==> src/rtl/if_stage_if.sv <==
// Instruction-memory fetch bus: per-cycle request with same-cycle ready/data response.
interface if_stage_if;
    logic        imem_req;
    logic [31:0] imem_addr;
    logic        imem_ready;
    logic [31:0] imem_rdata;

    // Fetch stage side: issues requests, consumes returned words
    modport master (
        output imem_req,
        output imem_addr,
        input  imem_ready,
        input  imem_rdata
    );

    // Memory side: answers requests
    modport slave (
        input  imem_req,
        input  imem_addr,
        output imem_ready,
        output imem_rdata
    );
endinterface

==> src/rtl/if_stage.sv <==
// Instruction-fetch stage: owns the PC, fetches over the imem handshake,
// parks a returned word in a skid buffer while decode is stalled, and
// drives the IF/ID pipeline register with hold and bubble control.
module if_stage #(
    parameter logic [31:0] RESET_PC  = 32'h0000_0000,
    parameter logic [31:0] NOP_INSTR = 32'h0000_0000
) (
    input  logic        clk,
    input  logic        rst,
    input  logic [31:0] npc_in,
    output logic [31:0] pc_o,
    if_stage_if.master  imem,
    input  logic        stall,
    input  logic        flush,
    output logic [31:0] ifid_pc,
    output logic [31:0] ifid_pc4,
    output logic [31:0] ifid_instr,
    output logic        ifid_valid,
    output logic [31:0] fetch_count
);

    localparam logic [1:0] ST_FETCH = 2'd0;
    localparam logic [1:0] ST_HOLD  = 2'd1;

    logic [1:0]  state_q, state_d;
    logic [31:0] pc_q, pc_d;
    logic [31:0] ifid_pc_q, ifid_pc_d;
    logic [31:0] ifid_pc4_q, ifid_pc4_d;
    logic [31:0] ifid_instr_q, ifid_instr_d;
    logic        ifid_valid_q, ifid_valid_d;
    logic [31:0] fetch_count_q, fetch_count_d;
    logic [31:0] skid_pc_q, skid_pc_d;
    logic [31:0] skid_instr_q, skid_instr_d;

    // State register and all datapath flops; reset wins over flush/stall
    always_ff @(posedge clk) begin
        if (rst) begin
            state_q       <= ST_FETCH;
            pc_q          <= RESET_PC;
            ifid_pc_q     <= 32'h0;
            ifid_pc4_q    <= 32'h0;
            ifid_instr_q  <= NOP_INSTR;
            ifid_valid_q  <= 1'b0;
            fetch_count_q <= 32'h0;
            skid_pc_q     <= 32'h0;
            skid_instr_q  <= 32'h0;
        end else begin
            state_q       <= state_d;
            pc_q          <= pc_d;
            ifid_pc_q     <= ifid_pc_d;
            ifid_pc4_q    <= ifid_pc4_d;
            ifid_instr_q  <= ifid_instr_d;
            ifid_valid_q  <= ifid_valid_d;
            fetch_count_q <= fetch_count_d;
            skid_pc_q     <= skid_pc_d;
            skid_instr_q  <= skid_instr_d;
        end
    end

    // Next-state: a stalled return parks us in HOLD until decode frees up or a flush
    always_comb begin
        state_d = ST_FETCH;
        case (state_q)
            ST_FETCH: state_d = (!flush && imem.imem_ready && stall) ? ST_HOLD : ST_FETCH;
            ST_HOLD:  state_d = (!flush && stall) ? ST_HOLD : ST_FETCH;
            default:  state_d = ST_FETCH;
        endcase
    end

    // Datapath updates: PC advance, IF/ID load/bubble, skid capture, delivery count
    always_comb begin
        pc_d          = pc_q;
        ifid_pc_d     = ifid_pc_q;
        ifid_pc4_d    = ifid_pc4_q;
        ifid_instr_d  = ifid_instr_q;
        ifid_valid_d  = ifid_valid_q;
        fetch_count_d = fetch_count_q;
        skid_pc_d     = skid_pc_q;
        skid_instr_d  = skid_instr_q;
        case (state_q)
            ST_FETCH: begin
                if (flush) begin
                    pc_d         = npc_in;
                    ifid_valid_d = 1'b0;
                    ifid_instr_d = NOP_INSTR;
                end else if (imem.imem_ready && !stall) begin
                    ifid_pc_d     = pc_q;
                    ifid_pc4_d    = pc_q + 32'd4;
                    ifid_instr_d  = imem.imem_rdata;
                    ifid_valid_d  = 1'b1;
                    pc_d          = npc_in;
                    fetch_count_d = fetch_count_q + 32'd1;
                end else if (imem.imem_ready && stall) begin
                    skid_pc_d    = pc_q;
                    skid_instr_d = imem.imem_rdata;
                end else if (!stall) begin
                    ifid_valid_d = 1'b0;
                    ifid_instr_d = NOP_INSTR;
                end
            end
            ST_HOLD: begin
                if (flush) begin
                    pc_d         = npc_in;
                    ifid_valid_d = 1'b0;
                    ifid_instr_d = NOP_INSTR;
                end else if (!stall) begin
                    ifid_pc_d     = skid_pc_q;
                    ifid_pc4_d    = skid_pc_q + 32'd4;
                    ifid_instr_d  = skid_instr_q;
                    ifid_valid_d  = 1'b1;
                    pc_d          = npc_in;
                    fetch_count_d = fetch_count_q + 32'd1;
                end
            end
            default: ;
        endcase
    end

    // Outputs: request only while fetching and not in reset; address is the live PC
    always_comb begin
        imem.imem_req  = (state_q == ST_FETCH) && !rst;
        imem.imem_addr = pc_q;
    end

    assign pc_o        = pc_q;
    assign ifid_pc     = ifid_pc_q;
    assign ifid_pc4    = ifid_pc4_q;
    assign ifid_instr  = ifid_instr_q;
    assign ifid_valid  = ifid_valid_q;
    assign fetch_count = fetch_count_q;

endmodule

==> src/flat_wrapper.sv <==
// flat-port wrapper written by rule: the top's interface ports become plain ports
module if_stage_flat 
#(
    parameter logic [31:0] RESET_PC  = 32'h0000_0000,
    parameter logic [31:0] NOP_INSTR = 32'h0000_0000
)
  (clk, rst, npc_in, pc_o, stall, flush, ifid_pc, ifid_pc4, ifid_instr, ifid_valid, fetch_count, imem_imem_req, imem_imem_addr, imem_imem_ready, imem_imem_rdata);
  if_stage_if imem_i ();
  input  logic clk;
  input  logic rst;
  input  logic [31:0] npc_in;
  output logic [31:0] pc_o;
  input  logic stall;
  input  logic flush;
  output logic [31:0] ifid_pc;
  output logic [31:0] ifid_pc4;
  output logic [31:0] ifid_instr;
  output logic ifid_valid;
  output logic [31:0] fetch_count;
  output wire logic [$bits(imem_i.imem_req)-1:0] imem_imem_req;
  output wire logic [$bits(imem_i.imem_addr)-1:0] imem_imem_addr;
  input wire logic [$bits(imem_i.imem_ready)-1:0] imem_imem_ready;
  input wire logic [$bits(imem_i.imem_rdata)-1:0] imem_imem_rdata;
  assign imem_imem_req = imem_i.imem_req;
  assign imem_imem_addr = imem_i.imem_addr;
  assign imem_i.imem_ready = imem_imem_ready;
  assign imem_i.imem_rdata = imem_imem_rdata;
  if_stage #(.RESET_PC(RESET_PC), .NOP_INSTR(NOP_INSTR)) u_core (.clk(clk), .rst(rst), .npc_in(npc_in), .pc_o(pc_o), .imem(imem_i), .stall(stall), .flush(flush), .ifid_pc(ifid_pc), .ifid_pc4(ifid_pc4), .ifid_instr(ifid_instr), .ifid_valid(ifid_valid), .fetch_count(fetch_count));
endmodule
==> config.mk <==
export PLATFORM = sky130hd
export DESIGN_NAME = if_stage_flat
export DESIGN_NICKNAME = d
export VERILOG_FILES = /design/src/rtl/if_stage_if.sv /design/src/rtl/if_stage.sv /design/src/flat_wrapper.sv
export SDC_FILE = /design/constraint.sdc
export NUM_CORES = 1
export LEC_CHECK = 0
export ABC_AREA = 1
export CAP_MARGIN = 20
export CORE_MARGIN = 3
export CORE_UTILIZATION = 51
export CTS_BUF_LIST = sky130_fd_sc_hd__clkbuf_4 sky130_fd_sc_hd__clkbuf_8
export CTS_CLUSTER_SIZE = 10
export DETAILED_ROUTE_END_ITERATION = 8
export GPL_ROUTABILITY_DRIVEN = 1
export PLACE_DENSITY = 0.83
export SYNTH_ARGS = -nofsm -noshare
export SYNTH_HDL_FRONTEND = slang
export SYNTH_SLANG_ARGS = --single-unit
==> constraint.sdc <==
create_clock -name clk -period 2.46 [get_ports clk]
set_clock_uncertainty 0.15 [all_clocks]
set_input_delay 0.492 -clock clk [delete_from_list [all_inputs] [get_ports clk]]
set_output_delay 0.492 -clock clk [all_outputs]
set_load 0.1 [all_outputs]
### After elaboration in Yosys (flattened, before gate mapping)

Index checks and enable logic that the tools add are counted.

| word-level totals | value |
|---|---|
| bits in registers | 227 |
| input port bits | 69 |
| output and inout bits | 194 |
| word-level logic and storage cells | 75 |

| cells by class | value |
|---|---|
| add/subtract/negate cells | 3 |
| eq/ne operators | 9 |
| muxes and demuxes | 37 |
| bitwise gates (word level) | 2 |
| reduce and logical (&&, ||, !) cells | 15 |

Operator list:

| kind | count |
|---|---|
| $mux 32 | 22 |
| $pmux 32 s2 | 5 |
| $add 32x3->32 const B | 2 |
| $add 32x1->32 const B | 1 |
| $mux 1 | 8 |
| $ne 4x3->1 const B | 2 |
| $reduce_and 4->1 | 2 |
| $logic_and 1x1->1 | 6 |
| $ne 2x2->1 const B | 3 |
| $reduce_and 5->1 | 1 |
| $pmux 2 s2 | 1 |
| $logic_not 1->1 | 3 |
| $ne 3x2->1 const B | 1 |
| $ne 3x3->1 const B | 1 |
| $reduce_and 3->1 | 1 |
| $eq 2x1->1 const B | 1 |
| $logic_not 2->1 | 1 |
| $ne 2x1->1 const B | 1 |
| $not 1->1 | 2 |
| $pmux 1 s2 | 1 |
| $reduce_bool 2->1 | 1 |

### Depth between registers and ports, before layout

Gate-level depths: netlist of the first run.

| depth | value |
|---|---|
| depth in word-level cells | 5 |
| mapped depth | 16 |
| mapped depth without buffers | 13 |

### Worst setup path before layout of the first run

No wires, ideal clock.

| timing | value |
|---|---|
| kind | input -> output |
| start point | input rst |
| end point | output imem_imem_req |
| data arrival time | 2.107 ns |
| required time | 1.818 ns |
| slack | -0.289 ns |
| stages on the path | 3 |
| buffers on the path | 2 |
| cell sequence | buf_2 > clkbuf_1 > nor2_1 |

| between the ends | value |
|---|---|
| longest elaborated chain between the ends | 2 |

RTL lines:

| element | line | source |
|---|---|---|
| start: declaration | flat_wrapper.sv:10 | `input logic rst;` |
| $logic_not 1->1 | if_stage.sv:121 | `imem.imem_req = (state_q == ST_FETCH) && !rst;` |
| $logic_and 1x1->1 | if_stage.sv:121 |  |
| end: declaration | flat_wrapper.sv:20 | `output wire logic [$bits(imem_i.imem_req)-1:0] imem_imem_req;` |

No other way between the ends.

### Worst setup path in the final report of the first run

| timing | value |
|---|---|
| start point | register u_core.state_q[0] |
| end point | register u_core.ifid_pc4_q[20] (netlist: u_core.ifid_pc4[20]) |

| between the ends | value |
|---|---|
| longest elaborated chain between the ends | 3 |
| elaborated cells on any way between the ends | 9 |
| classes of those cells | eq/ne (5); mux (1); reduce/logical (3) |

RTL lines:

| element | line | source |
|---|---|---|
| start: declaration | if_stage.sv:25 | `logic [1:0] state_q, state_d;` |
| start signal: assignment | if_stage.sv:48 | `state_q <= state_d;` |
| $eq 2x1->1 or $logic_not 2->1 (tied branches) | if_stage.sv:80 | `case (state_q)` |
| $ne 2x2->1 (no source line), or another cell as far along | -- |  |
| $reduce_and 5->1 (no source line) | -- |  |
| end signal: assignment | if_stage.sv:51 | `ifid_pc4_q <= ifid_pc4_d;` |
| end: declaration | if_stage.sv:28 | `logic [31:0] ifid_pc4_q, ifid_pc4_d;` |

Several ways; a longest one is shown, not always the timed one.
A chain may end at the register's enable or synchronous reset.

==> results of run 1 <==
[stage by stage]
step	hold slack (ps)	utilization	total power, mW	setup TNS (ps)	cell area, sq um
after floorplan	274	-	5.65	0	10500
after global placement	281	0.643	6.15	0	12700
after detailed placement	285	0.643	6.17	-72.4	12700
after CTS	114	0.680	9.46	0	13500
after global routing	138	0.680	9.76	0	13500
final	142	0.680	9.41	0	13500
[routing by layer]
| layer | vias to the layer above | part of all wire | GRT usage |
|---|---|---|---|
| met5 | - | 0 | 0 |
| met2 | 434 | 0.44 | 0.413 |
| met4 | 0 | 0.025 | 0.0838 |
| met1 | 4864 | 0.45 | 0.379 |
| met3 | 48 | 0.086 | 0.0523 |
| li1 | 5351 | - | - |
[sequential cells by signal, summed over array words and instances, names as in the netlist]
| register | cells |
|---|---|
| u_core.fetch_count | 32 |
| u_core.ifid_instr | 32 |
| u_core.ifid_pc | 30 |
| u_core.ifid_pc4 | 32 |
| u_core.ifid_valid | 1 |
| u_core.imem.imem_addr | 32 |
| u_core.skid_instr_q | 32 |
| u_core.skid_pc_q | 32 |
| u_core.state_q | 1 |
[layout make-up]
type	instances	area (sq um)	share of cell area
clock inverter	2	16.3	0.00121
clock buffer	59	724	0.0538
inverter	121	459	0.0341
multi-input combinational	1078	4880	0.363
timing repair buffer	302	2560	0.190
sequential	224	4490	0.333
tap	265	332	0.0246
[final timing paths]
path / start / to / slack, ps / depth (start not counted)
worst min register to register: u_core.skid_pc_q[6] / u_core.skid_pc_q[6] / 290 / 2
worst max register to register: u_core.state_q[0] / u_core.ifid_pc4[20] / 250 / 10
worst max-delay path: u_core.state_q[0] / u_core.ifid_pc4[20] / 250 / 10
worst min-delay path: rst / u_core.ifid_valid / 140 / 2
[cells in the final DEF, fill, tap and decap left out, drive strengths merged, types with 38 or more instances in the layout]
master and n:
nand2 395, nor2 274, buf 235, dfxtp 224, o21ai 161, inv 122
a21oi 78, clkdlybuf4s50 67, clkbuf 59, nand3 53, a31oi 38
[logic make-up (layout without fill, tap and decap cells)]
kind of cell | count (synthesis) | count (layout) | share of synthesized area
DFF | 224 | 224 | 0.429
adders and majority gates | 2 | 2 | 0.00239
buffers and inverters | 237 | 484 | 0.106
and+or+nand+nor | 755 | 755 | 0.292
xor gates and xnor gates | 3 | 3 | 0.00251
AOI/OAI and AO/OA | 318 | 318 | 0.168
[critical path, delay by kind of cell (launching register included)]
kind | cells | cell delay (ps)
AOI/OAI and AO/OA | 3 | 510
buffers and inverters | 2 | 300
and+or+nand+nor | 4 | 610
adders and majority gates | 1 | 190
DFF | 1 | 370
[power by group]
part / total [mW] / switching [mW] / internal (mW)
combinational: 2.18 / 1.67 / 0.505
sequential: 3.93 / 0.131 / 3.80
clock: 3.30 / 1.44 / 1.86
total: 9.41 / 3.25 / 6.16
[what timing repair did]
item / 4_1_cts / 5_1_grt
setup endpoints to repair: 0 / 2
resized for setup: 0 / 2
hold buffers: 0 / 0
==> results.ini, run 1 <==
[yosys]
ys_ff_latch=224
synth_top_area_frac=0.429
yosys.area.top_type=dfxtp_1
syn-num-nets=1610
syn-cell-area_sq_um=10500
synth.most_common_cell=nand2_1
yosysUniqueCellTypes=36
ys.flop_type=dfxtp_1
synth-edff-count=0
ys_async_sr_fraction=0
synth_area_leaders=dfxtp_1, nand2_1, nor2_1
synth_area_per_cell_sq_um=6.80
yosys_warnings=0
ys_seq_area_frac=0.429
postSynthCellCount=1539
synthTopCellsByCount=nand2_1, nor2_1, dfxtp_1

[placement]
port_buffers=262
dp.final_hpwl_um=21900
dp_cells=1990
routabilityCongestion=0.946
place_ws_ps=-27.0

[clock_network]
clock_latency_ps=530
cts_setup_buffers=0
cts-root-buf=clkbuf_8
cts.sinks=224
clock_path_buffers=3
cts_buffers=39
cts-htree-levels=2
clk_pin_slew_ps=60
cts_tree=built

[status]
status=complete, no violations

[timing]
period_needed_ps=2210
post-route-period-util=0.898
worst_slew_pin_slew_ps=773
drv_slew=0
finalSetupViolCount=0
rsz0062_at_grt=no
hold_viol=0
fin_ws_ps=251
timing.slew.headroom=0.484
max_freq_mhz=453

[grt]
grt_pass1_wl_um=49100
grt_max_degree=82
overflow=0
grt_usage=0.267
grt_pass1_vias=9701
antenna_found_initial=0

[floorplanning]
fp.dieH_um=149
core-area_sq_um=19800
io_pins=263
dieWidth_um=149
start_util=0.529
num_rows=51
dieArea_sq_um=22300

[worst_setup_path]
end_kind=register
max_stage_delay_ps=370
critPathLaunchType=register
crit_arrival_ps=2510
path_class=register to register
crit_top_cell=nand2_1
crit_required_ps=2760
crit_chain=inv_4 > nand2_1 > o21ai_2 > ha_1 > inv_1 > nor2_4 > nand3_1 > o21ai_0 > nand2_1 > a21oi_1
critical_path.max_fanout=24
crit_path_top_delay_cell=dfxtp_2

[power_and_ir_drop]
ir_drop_v=0.000510
p_per_area_nw_per_um2=699
leakage_nw=5.76

[detailed_routing]
postRouteAntennaNets=0
drc=0
drt_iter0_drc=773
drt_wl_total_um=30700
drtPass1Iterations=6
via_count=10697
via_per_inst=5.22
wl_per_cell_um=15.0

[cells_and_area]
area_delta_synth_final_pct=28.6
num_antenna_cells=0
fill_cells=1768
layout.cells.non_filler=2051
fin_nets=1837
final_layout_size_suffix_gt1_frac=0.187

[run]
maxCapViolCount=0

[worst_hold_path]
hold_class=input pin to register

(Power assumes the default switching activity.)
==> run 2, diff against run 1 <==
--- a/config.mk
+++ b/config.mk
@@ -13,7 +13,7 @@
 export CTS_CLUSTER_SIZE = 10
 export DETAILED_ROUTE_END_ITERATION = 8
 export GPL_ROUTABILITY_DRIVEN = 1
-export PLACE_DENSITY = 0.83
+export PLACE_DENSITY = 0.91
 export SYNTH_ARGS = -nofsm -noshare
 export SYNTH_HDL_FRONTEND = slang
 export SYNTH_SLANG_ARGS = --single-unit
==> run 2 against run 1 <==
Effect of this change:
- power is 2.4% higher
- setup slack got worse by 66 ps
- non-clock buffer count increased by 9
- largest cell class unchanged
==> results.ini, run 2 (synthesis gave the netlist of run 1 again) <==
[worst_setup_path]
crit_required_ps=2730  ; -30 ps
critPathLaunchType=register
ff2ff_path_depth=11  ; +1
end_kind=register
crit_arrival_ps=2540  ; +30 ps
path_class=register to register
critical_path.max_fanout=52  ; +120%

[power_and_ir_drop]
swShare=0.346  ; +0.000411
p_per_area_nw_per_um2=709  ; +1.4%
comb_power_share=0.228  ; -0.003
ir_drop_v=0.000499  ; -2.1%
p_switching_mw=3.33  ; +2.5%
power_mw=9.63  ; +2.4%
pwr-share-seq=0.408  ; -0.010
p_clk_frac=0.364  ; +0.013
leakage_nw=5.84  ; +1.5%
p_int_mw=6.30  ; +2.3%

[cells_and_area]
area_delta_synth_final_pct=29.8
final_common_cell=nand2_1
fin_nets=1847  ; +0.54%
layout.cells.non_filler=2064  ; +0.63%
layout_common_cells=nand2_1, nor2_1, buf_4
stdcell_area_sq_um=13600  ; +0.95%
final_layout_size_suffix_gt1_frac=0.192  ; +0.00532
num_antenna_cells=0  ; unchanged

[grt]
grt_max_degree=77  ; -6.1%
grt_pass1_vias=9946  ; +2.5%
grt_usage=0.275  ; +0.00801
overflow=0  ; unchanged
antenna_found_initial=0  ; unchanged
grt_pass1_wl_um=50600  ; +3.0%

[floorplanning]
num_rows=51  ; unchanged
start_util=0.529  ; unchanged
core-area_sq_um=19800  ; unchanged
io_pins=263  ; unchanged
dieWidth_um=149  ; unchanged
fp.dieH_um=149  ; unchanged
dieArea_sq_um=22300  ; unchanged

[placement]
routabilityCongestion=0.910  ; -3.8%
dp.final_hpwl_um=23100  ; +5.4%
port_buffers=262  ; unchanged
dp_cells=1999  ; +0.45%
post_dp_cell_area_sq_um=12800  ; +0.63%

[run]
maxCapViolCount=0  ; unchanged

[detailed_routing]
postRouteAntennaNets=0  ; unchanged
via_count=10880  ; +1.7%
drt_wl_total_um=31900  ; +3.7%
wl_per_cell_um=15.4  ; +3.0%
via_per_inst=5.27  ; +1.1%
drtPass1Iterations=6  ; unchanged
drc=0  ; unchanged
drt_iter0_drc=870  ; +13%

[status]
status=complete, no violations

[clock_network]
clk_pin_slew_ps=60  ; about the same
cts-htree-levels=2  ; unchanged
cts_tree=built
cts_setup_buffers=0  ; unchanged
clock_latency_ps=530  ; about the same
cts-root-buf=clkbuf_8
clock_path_buffers=3  ; unchanged
cts_resized=0  ; unchanged
holdBufCountCts=0  ; unchanged
cts_buffers=40  ; +2.6%
cts.sinks=224  ; unchanged

[timing]
period_needed_ps=2280  ; +66.4 ps
max_freq_mhz=439  ; -2.9%
finalSetupViolCount=0  ; unchanged
drv_slew=0  ; unchanged
timing.slew.headroom=0.627  ; +0.142
rsz0062_at_grt=no
worst_slew_pin_slew_ps=560  ; -214 ps
hold_viol=0  ; unchanged
post-route-period-util=0.925  ; +0.0270
setup_tns_ps=0  ; unchanged

[worst_hold_path]
hold_class=input pin to register
whs_path_depth=2  ; unchanged

## run 2: per-stage QoR
step / hold WS [ps] / setup WS, ps / util
after global placement: 281 / 61.5 / 0.647
after global routing: 184 / 5.36 / 0.687
final: 197 / 185 / 0.687
after CTS: 158 / 179 / 0.687
after detailed placement: 284 / 5.09 / 0.647
after floorplan: 274 / 3.10 / -
## run 2: final timing paths
kind,start,endpoint,slack [ps]
worst max-delay path,u_core.state_q[0],u_core.ifid_pc4[24],180
worst min-delay path,rst,u_core.ifid_valid,200
worst max register to register,u_core.state_q[0],u_core.ifid_pc4[24],180
worst min register to register,u_core.skid_pc_q[6],u_core.skid_pc_q[6],290
## run 2: area by class of cell
class                           count  area [sq um]
Fill cell                        1648          6200
Multi-Input combinational cell   1078          4880
Inverter                          121           459
Clock buffer                       59           724
Clock inverter                      6          71.3
Sequential cell                   224          4490
Timing Repair Buffer              311          2640
Tap cell                          265           332
## run 2: routing by layer
metal | GRT usage | part of all wire | vias up | routed length, um
li1 | - | - | 5385 | -
met1 | 0.379 | 0.42 | 4907 | 13500
met2 | 0.438 | 0.45 | 519 | 14400
met4 | 0.0892 | 0.023 | 0 | 746
met5 | 0 | 0 | - | 0
met3 | 0.0541 | 0.099 | 69 | 3140
## run 2: power by group through the flow
stage               Combinational (mW)  Clock, mW  Sequential, mW
global placement                  2.16          0            4.00
CTS                               2.19       3.55            3.93
detailed placement                2.19          0            4.00
floorplan                        0.872          0            4.78
global route                      2.30       3.71            3.95
finish                            2.20       3.51            3.93
## run 2: worst max-delay path: stages (launching register included)
cell	delay, ps
dfxtp_2	370
buf_12	250
nand2_1	100
nand2_2	150
ha_1	160
inv_1	80
nor2_4	190
nand3_1	190
nor2_1	240
nand2_1	80
o21bai_1	130
nor2_1	50
==> run 3, diff against run 2 <==
--- a/config.mk
+++ b/config.mk
@@ -9,7 +9,7 @@
 export CAP_MARGIN = 20
 export CORE_MARGIN = 3
 export CORE_UTILIZATION = 51
-export CTS_BUF_LIST = sky130_fd_sc_hd__clkbuf_4 sky130_fd_sc_hd__clkbuf_8
+export CTS_BUF_LIST = sky130_fd_sc_hd__clkbuf_8
 export CTS_CLUSTER_SIZE = 10
 export DETAILED_ROUTE_END_ITERATION = 8
 export GPL_ROUTABILITY_DRIVEN = 1
==> run 3 against run 2 <==
Effect of this change:
- non-clock buffer count is the same
- design area shrank 0.39%
- first-iteration DRC count shrank 11%
- routed wire length grew 0.13%
- worst hold slack gained 2.7 ps
- power shrank 2.3%
- fmax is essentially flat
- clock power shrank 6.3%
- register-to-register slack is essentially flat
- critical path depth is the same
- combinational power is essentially flat
==> results.ini, run 3 (synthesis gave the netlist of run 1 again) <==
[status]
status=complete, no violations

[clock_network]
cts_resized=0  ; unchanged
cts_tree=built
cts_setup_buffers=0  ; unchanged
clock_path_buffers=3  ; unchanged
cts_buffers=40  ; unchanged
cts-root-buf=clkbuf_8
cts.sinks=224  ; unchanged
cts-htree-levels=2  ; unchanged
holdBufCountCts=0  ; unchanged
clock_latency_ps=540  ; about the same
clk_pin_slew_ps=60  ; about the same

[timing]
rsz0062_at_grt=no
period_needed_ps=2270  ; -0.402 ps
timing.slew.headroom=0.620  ; -0.00726
post-route-period-util=0.925  ; about the same
drv_slew=0  ; unchanged
worst_slew_pin_slew_ps=571  ; +10.9 ps
max_freq_mhz=440  ; about the same
finalSetupViolCount=0  ; unchanged
setup_tns_ps=0  ; unchanged
hold_viol=0  ; unchanged

[power_and_ir_drop]
p_int_mw=6.09  ; -3.4%
comb_power_share=0.234  ; +0.006
p_switching_mw=3.33  ; -0.17%
pwr-share-seq=0.417  ; +0.009
ir_drop_v=0.000500  ; about the same
p_per_area_nw_per_um2=696  ; -1.9%
leakage_nw=5.85  ; +0.17%
swShare=0.353  ; +0.00745
p_clk_frac=0.349  ; -0.015

[detailed_routing]
postRouteAntennaNets=0  ; unchanged
drt_wl_total_um=31900  ; +0.13%
drt_iter0_drc=775  ; -11%
drc=0  ; unchanged
drtPass1Iterations=6  ; unchanged
via_count=10889  ; +0.083%
wl_per_cell_um=15.5  ; +0.13%
via_per_inst=5.28  ; about the same

[cells_and_area]
fin_nets=1847  ; unchanged
area_delta_synth_final_pct=29.3
layout.cells.non_filler=2064  ; unchanged
layout_common_cells=nand2_1, nor2_1, buf_4
final_layout_size_suffix_gt1_frac=0.185  ; -0.00778
num_antenna_cells=0  ; unchanged
final_util=0.684  ; -0.00266
final_common_cell=nand2_1

[grt]
grt_pass1_vias=9949  ; +0.030%
grt_usage=0.275  ; -0.000836
antenna_found_initial=0  ; unchanged
grt_pass1_wl_um=50400  ; -0.23%
overflow=0  ; unchanged
grt_max_degree=77  ; unchanged

[worst_setup_path]
crit_arrival_ps=2550  ; about the same
crit_required_ps=2730  ; about the same
critPathLaunchType=register
path_class=register to register
end_kind=register
critical_path.max_fanout=52  ; unchanged

[floorplanning]
fp.dieH_um=149  ; unchanged
start_util=0.529  ; unchanged
dieWidth_um=149  ; unchanged
io_pins=263  ; unchanged
dieArea_sq_um=22300  ; unchanged
core-area_sq_um=19800  ; unchanged
num_rows=51  ; unchanged

[placement]
routabilityCongestion=0.910  ; unchanged
dp.final_hpwl_um=23100  ; unchanged
port_buffers=262  ; unchanged
dp_cells=1999  ; unchanged

[run]
maxCapViolCount=0  ; unchanged

[worst_hold_path]
hold_class=input pin to register

[run 3: layer usage]
layer / part of all wire / vias to the layer above / GRT usage
met1: 0.42 / 4892 / 0.376
met5: 0 / - / 0
met3: 0.10 / 67 / 0.0583
li1: - / 5386 / -
met2: 0.46 / 544 / 0.437
met4: 0.022 / 0 / 0.0870
[run 3: metrics by stage]
| stage | hold slack [ps] | instance area (sq um) | worst slack, ps | power (mW) |
|---|---|---|---|---|
| floorplan | 274 | 10500 | 3.10 | 5.65 |
| global placement | 281 | 12800 | 61.5 | 6.16 |
| detailed placement | 284 | 12800 | 5.09 | 6.19 |
| CTS | 158 | 13500 | 187 | 9.46 |
| global route | 187 | 13500 | 21.4 | 9.74 |
| finish | 200 | 13500 | 185 | 9.42 |
[run 3: power groups by stage]
stage                     Combinational, mW  Sequential (mW)  Clock (mW)
after floorplan                       0.872             4.78           0
after global placement                 2.16             4.00           0
after detailed placement               2.19             4.00           0
after CTS                              2.19             3.93        3.34
after global routing                   2.30             3.95        3.49
final                                  2.20             3.93        3.29
[run 3: critical path, stage by stage, from the launching register on]
cell and delay (ps):
dfxtp_2 370, buf_12 250, nand2_1 100, nand2_2 150, ha_1 160, inv_1 80, nor2_4 190, nand3_1 180
nor2_1 240, nand2_1 80, o21bai_1 130, nor2_1 60
[run 3: cell type report]
type / count / area (sq um)
Fill cell: 1664 / 6250
Multi-Input combinational cell: 1078 / 4880
Sequential cell: 224 / 4490
Timing Repair Buffer: 311 / 2640
Clock buffer: 45 / 619
Inverter: 121 / 459
Tap cell: 265 / 332
Clock inverter: 20 / 124
[run 3: final timing paths]
path	from	end	slack (ps)	cells past startpoint
min reg2reg	u_core.skid_pc_q[5]	u_core.skid_pc_q[5]	290	2
max	u_core.state_q[0]	u_core.ifid_pc4[24]	190	11
max reg2reg	u_core.state_q[0]	u_core.ifid_pc4[24]	190	11
min	rst	u_core.ifid_valid	200	2
